==> src/rtl/stage_writeback.sv <==
// stage_writeback: final pipeline stage. It selects the register-file write
// data (ALU result, PC+4 or aligned load data), stalls the pipeline while a
// load waits for dmem_rvalid, and faults a load that waits too long.
// Optional feature: define WB_INSTRET_EN to add the 64-bit wb_instret
// retired-instruction counter port.
module stage_writeback #(
   parameter int TIMEOUT_CYCLES = 16
) (
   input  logic        clk,
   input  logic        rst_n,
   input  logic        mem_valid,
   input  logic [4:0]  mem_rd,
   input  logic [31:0] mem_alu_result,
   input  logic [31:0] mem_instr_addr_plus,
   input  logic [1:0]  mem_result_src,
   input  logic        mem_wr_enable,
   input  logic [2:0]  mem_funct3,
   input  logic [31:0] dmem_rdata,
   input  logic        dmem_rvalid,
   output logic        wb_stall,
   output logic [4:0]  wb_rd,
   output logic [31:0] wb_data,
   output logic        wb_wr_enable,
   output logic        wb_load_fault
`ifdef WB_INSTRET_EN
   ,output logic [63:0] wb_instret
`endif
);

   // Counter value on which a still-unanswered load is abandoned.
   localparam logic [7:0] TIMEOUT_LAST = 8'(TIMEOUT_CYCLES - 1);

   typedef enum logic [0:0] {
      S_IDLE = 1'b0,
      S_WAIT = 1'b1
   } state_t;

   state_t      state_r;
   logic [7:0]  wait_cnt_r;

   logic        load_s;
   logic        timeout_s;
   logic        stall_s;
   logic        retire_s;
   logic        fault_s;
   logic [31:0] result_s;

   // Extract the addressed byte/halfword from the read word and extend it.
   function automatic logic [31:0] align_load(
      input logic [2:0]  f3,
      input logic [1:0]  off,
      input logic [31:0] word
   );
      logic [7:0]  byte_v;
      logic [15:0] half_v;
      case (off)
         2'd0:    byte_v = word[7:0];
         2'd1:    byte_v = word[15:8];
         2'd2:    byte_v = word[23:16];
         default: byte_v = word[31:24];
      endcase
      // A halfword at an odd offset simply uses the half selected by off[1].
      if (off[1]) begin
         half_v = word[31:16];
      end else begin
         half_v = word[15:0];
      end
      case (f3)
         3'b000:  align_load = {{24{byte_v[7]}}, byte_v};
         3'b001:  align_load = {{16{half_v[15]}}, half_v};
         3'b100:  align_load = {24'd0, byte_v};
         3'b101:  align_load = {16'd0, half_v};
         default: align_load = word;
      endcase
   endfunction

   // Stall, retire and timeout decisions for the instruction currently presented.
   always_comb begin
      load_s    = mem_valid && (mem_result_src == 2'b01);
      timeout_s = (state_r == S_WAIT) && !dmem_rvalid && (wait_cnt_r == TIMEOUT_LAST);
      case (state_r)
         S_IDLE:  stall_s = load_s && !dmem_rvalid;
         S_WAIT:  stall_s = !dmem_rvalid && !timeout_s;
         default: stall_s = 1'b0;
      endcase
      retire_s = mem_valid && !stall_s;
      fault_s  = retire_s && timeout_s;
   end

   // Write-data select; encoding 11 behaves like the ALU path.
   always_comb begin
      case (mem_result_src)
         2'b01:   result_s = align_load(mem_funct3, mem_alu_result[1:0], dmem_rdata);
         2'b10:   result_s = mem_instr_addr_plus;
         default: result_s = mem_alu_result;
      endcase
   end

   assign wb_stall = stall_s;

   // Load-wait FSM and its timeout counter.
   always_ff @(posedge clk or negedge rst_n) begin
      if (!rst_n) begin
         state_r    <= S_IDLE;
         wait_cnt_r <= 8'd0;
      end else begin
         case (state_r)
            S_IDLE: begin
               if (load_s && !dmem_rvalid) begin
                  state_r    <= S_WAIT;
                  wait_cnt_r <= 8'd0;
               end else begin
                  state_r    <= S_IDLE;
                  wait_cnt_r <= wait_cnt_r;
               end
            end
            S_WAIT: begin
               if (dmem_rvalid || timeout_s) begin
                  state_r    <= S_IDLE;
                  wait_cnt_r <= 8'd0;
               end else begin
                  state_r    <= S_WAIT;
                  wait_cnt_r <= wait_cnt_r + 8'd1;
               end
            end
            default: begin
               state_r    <= S_IDLE;
               wait_cnt_r <= 8'd0;
            end
         endcase
      end
   end

   // Register-file write port; a faulted load leaves rd/data untouched.
   always_ff @(posedge clk or negedge rst_n) begin
      if (!rst_n) begin
         wb_rd         <= 5'd0;
         wb_data       <= 32'd0;
         wb_wr_enable  <= 1'b0;
         wb_load_fault <= 1'b0;
      end else if (fault_s) begin
         wb_rd         <= wb_rd;
         wb_data       <= wb_data;
         wb_wr_enable  <= 1'b0;
         wb_load_fault <= 1'b1;
      end else if (retire_s) begin
         wb_rd         <= mem_rd;
         wb_data       <= result_s;
         wb_wr_enable  <= mem_wr_enable && (mem_rd != 5'd0);
         wb_load_fault <= 1'b0;
      end else begin
         wb_rd         <= wb_rd;
         wb_data       <= wb_data;
         wb_wr_enable  <= 1'b0;
         wb_load_fault <= 1'b0;
      end
   end

`ifdef WB_INSTRET_EN
   // Count every retire that was not a timed-out load, rd=0 included.
   always_ff @(posedge clk or negedge rst_n) begin
      if (!rst_n) begin
         wb_instret <= 64'd0;
      end else if (retire_s && !fault_s) begin
         wb_instret <= wb_instret + 64'd1;
      end else begin
         wb_instret <= wb_instret;
      end
   end
`else
   // Without WB_INSTRET_EN there is no retired-instruction counter.
`endif

endmodule

==> config.mk <==
export PLATFORM = sky130hd
export DESIGN_NAME = stage_writeback
export DESIGN_NICKNAME = d
export VERILOG_FILES = /design/src/rtl/stage_writeback.sv
export SDC_FILE = /design/constraint.sdc
export NUM_CORES = 1
export LEC_CHECK = 0
export BUFFER_PORTS_ARGS = -buffer_cell sky130_fd_sc_hd__buf_2
export CORE_ASPECT_RATIO = 0.7
export CORE_MARGIN = 4
export CORE_UTILIZATION = 44
export CTS_CLUSTER_SIZE = 16
export DETAILED_ROUTE_END_ITERATION = 7
export PLACE_DENSITY = 0.86
export SETUP_SLACK_MARGIN = 0.02
export SLEW_MARGIN = 10
export SYNTH_ARGS = -nofsm -noshare
export SYNTH_HDL_FRONTEND = slang
export SYNTH_SLANG_ARGS = --single-unit
==> constraint.sdc <==
create_clock -name clk -period 2.11 [get_ports clk]
set_clock_uncertainty 0.2 [all_clocks]
set_input_delay 0.3165 -clock clk [delete_from_list [all_inputs] [get_ports clk]]
set_output_delay 0.3165 -clock clk [all_outputs]
set_load 0.05 [all_outputs]
==> results.md <==
- Worst Path Buf+Inv: 1
- Achievable Freq: 485 MHz
- CTS Sinks: 48
- Wire per inst: 19.4 um
- Syn Inst Count: 352
- Gp weighted congestion: 0.976
- Post-synth EDFFs: 0
- Final Routed Wirelength: 11700 um
- Clk Latency, worst-skew pair: 0.31 ns
- Met1 Use GR: 35.3%
- Req. time, crit path: 1.59 ns
- RSZ-0062 raised after global routing: yes
- DR vias: 3601
- Seq/Total Area, Yosys: 36.9%
- FF+latch count, synth: 48
- Avg Synthesized Cell Area: 9.26 um2
- Total Neg Setup Slack: 0 ns
- Met2 Usage GRT: 42.5%
- Cell family with most CP delay: flip-flops
- Status: finished, final reports clean
- DIE WIDTH: 111 um
- Hold Crit Class: in -> reg
- Crit-path cells: or3_4 > o31ai_4 > a21oi_2 > buf_6
- Initial Util: 46.7%
- First-pass GRT wire length: 18800 um
- Largest net degree at the start of global routing: 28
- CTS Buf Count: 5
- VDD IR max: 0.464 mV
- Final count of pins violating max slew: 0
- Pre-CTS setup slack: 0.0255 ns
- H-tree levels: 2
- Relative slew slack: 55.0%
- Number of routed nets with antenna violations: 0
- Crit path DAT: 1.54 ns
- Root buf cell: clkbuf_8
- Die Y: 80.0 um
- Tcrit/Tclk final: 97.6%
- Global routing usage on met3: 6.36%
- Synth warn: 0
- Fin crit period: 2.06 ns
- Port buffer count: 150
- Pleak: 2.02 nW
- Via-to-Cell Ratio: 5.98
- DIE AREA: 0.00887 mm2
- Antenna diodes: 0
- DR pass1 iterations: 7
- Synth async-reset ratio: 100%
- Ys flop type: dfrtp_1
- Startpoint class of the critical path: flop
- GRT Total Usage: 26.4%
- DRC: 0
- Layout area overhead: 33.7%
- Setup crit end kind: output pin
- Crit path kind: reg -> out
- Std-Cell Rows: 25
- Gr ovfl total: 0
- Max stage delay on crit path: 0.40 ns
- Synth Net Count: 466
- Final Hold Fails: 0
- Final setup margin: 0.0498 ns
- Power Density: 726 mW/mm2
- IO Pins: 151
- Slowest-stage cell, CP: dfrtp_1
- Share of cells above drive strength 1: 40.0%
- Top Usage Layer GRT: met2
- Iteration-0 DRC Markers: 524
- Initial antenna violation count: 0
- Nets@finish: 621
- Via count of the first global-routing pass: 3672
- Post-synth design cell area: 0.00326 mm2
- Clock slew at reported path FFs: 0.10 ns
- CTS tree: done
- Crit path max fanout: 2
- Final setup fails: 0
- Yosys cell types: 62
- Measured slew at the worst slew-check pin: 0.676 ns
- Maxcap violations: 0
- Post-DP HPWL: 9080 um
- Std-Cell Core Area: 0.00698 mm2
- CTS max path bufs: 2
-- per-stage QoR --
stage	total power, mW	hold WS [ns]	area (um2)	utilization, %	cells
after floorplan	2.02	-0.179	3260	-	352
after global placement	2.41	0.126	4140	59.4	588
after detailed placement	2.44	0.136	4140	59.4	588
after CTS	3.16	0.00708	4340	62.2	602
after global routing	3.31	0.0153	4360	62.5	602
final	3.16	0.00883	4360	62.5	602
-- final timing paths --
kind,startpoint,end,slack (ns),cells after the start
min in group asynchronous,rst_n,wb_data[9]$_DFFE_PN0P_,0.31,2
setup / recovery,wait_cnt_r[5]$_DFFE_PN0P_,wb_stall,0.05,4
max in group asynchronous,rst_n,wait_cnt_r[2]$_DFFE_PN0P_,0.84,3
hold / removal,mem_rd[4],wb_rd[4]$_DFFE_PN0P_,0.009,3
hold reg to reg,wb_rd[3]$_DFFE_PN0P_,wb_rd[3]$_DFFE_PN0P_,0.28,2
setup reg to reg,wait_cnt_r[5]$_DFFE_PN0P_,wait_cnt_r[5]$_DFFE_PN0P_,0.26,5
-- cells by family (layout without fill, tap and decap cells) --
group | after synthesis | after routing | share of synthesized area [%]
AND/OR/NAND/NOR | 111 | 111 | 17.9
buffers and inverters | 41 | 197 | 6.57
XOR/XNOR | 1 | 1 | 0.269
adder cells (fa/ha/maj) | 3 | 3 | 1.15
multiplexers | 26 | 26 | 8.33
flip-flops | 48 | 48 | 36.9
AO/OA/AOI/OAI | 122 | 122 | 28.9
-- layout make-up --
cell class	instances	area, um2
clock buffers	5	68.8
flip-flops and latches	48	1200
multi-input cells	263	1890
inverters	13	48.8
well taps	94	118
clock inverters	3	46.3
fillers	616	2620
repair buffers	176	982
-- per-layer routing --
metal	share of wire, %	vias up
met3	8.8	21
met4	2.1	0
met5	0	-
li1	-	1645
met1	44	1724
met2	45	211
-- power by group --
group | leakage (nW) | internal (mW) | total [mW] | switching, mW
clock network | 0.0548 | 0.358 | 0.708 | 0.350
registers | 0.589 | 1.06 | 1.14 | 0.0795
logic | 1.38 | 0.412 | 1.31 | 0.903
-- worst min-delay path, cell delays in order --
cell and delay, ns:
buf_2 0.08, nand2_1 0.04, nand2_1 0.05
-- placed cells by master (no fill, tap or decap), drive strengths merged, types with 5 or more instances in the layout --
cell    netlist  final
mux2i        20     20
buf          19    174
a31oi        18     18
nor2b         5      5
mux2          6      6
nor2         15     15
nand2b       25     25
o221ai        5      5
a222oi        9      9
a21oi        13     13
o21ai        17     17
a211oi       11     11
nor3         13     13
nand2        28     28
and3          6      6
clkbuf        9      5
dfrtp        48     48
a22oi        16     16
inv          13     14
-- timing repair --
item                                    CTS  global route
endpoints found under the setup margin    1             1
pin swaps                                 1             0
endpoints found under the hold margin    22             0
hold buffers                              2             0
resized for setup                         7             2
buffers inserted                          4             0
-- Yosys cell counts (9+ instances only) --
cell type  instances  area [um2]
a22oi_1           16         120
nor3_1            13        65.1
a21oi_1           13        65.1
dfrtp_1           48        1200
mux2i_1           20         200
a211oi_1          11        82.6
nand2b_1          24         150
nand2_1           28         105
o21ai_0           15        75.1
a31oi_1           18         113
buf_2             11        55.1
nor2_1            15        56.3
inv_1             13        48.8
a222oi_1           9        90.1
-- registers in the layout (all words and copies together) (netlist names) --
name and flops:
wb_data 32, state_r 1, wb_load_fault 1, wb_rd 5
wb_wr_enable 1, wait_cnt_r 8
Note: power is estimated with default switching activity, not from simulation.
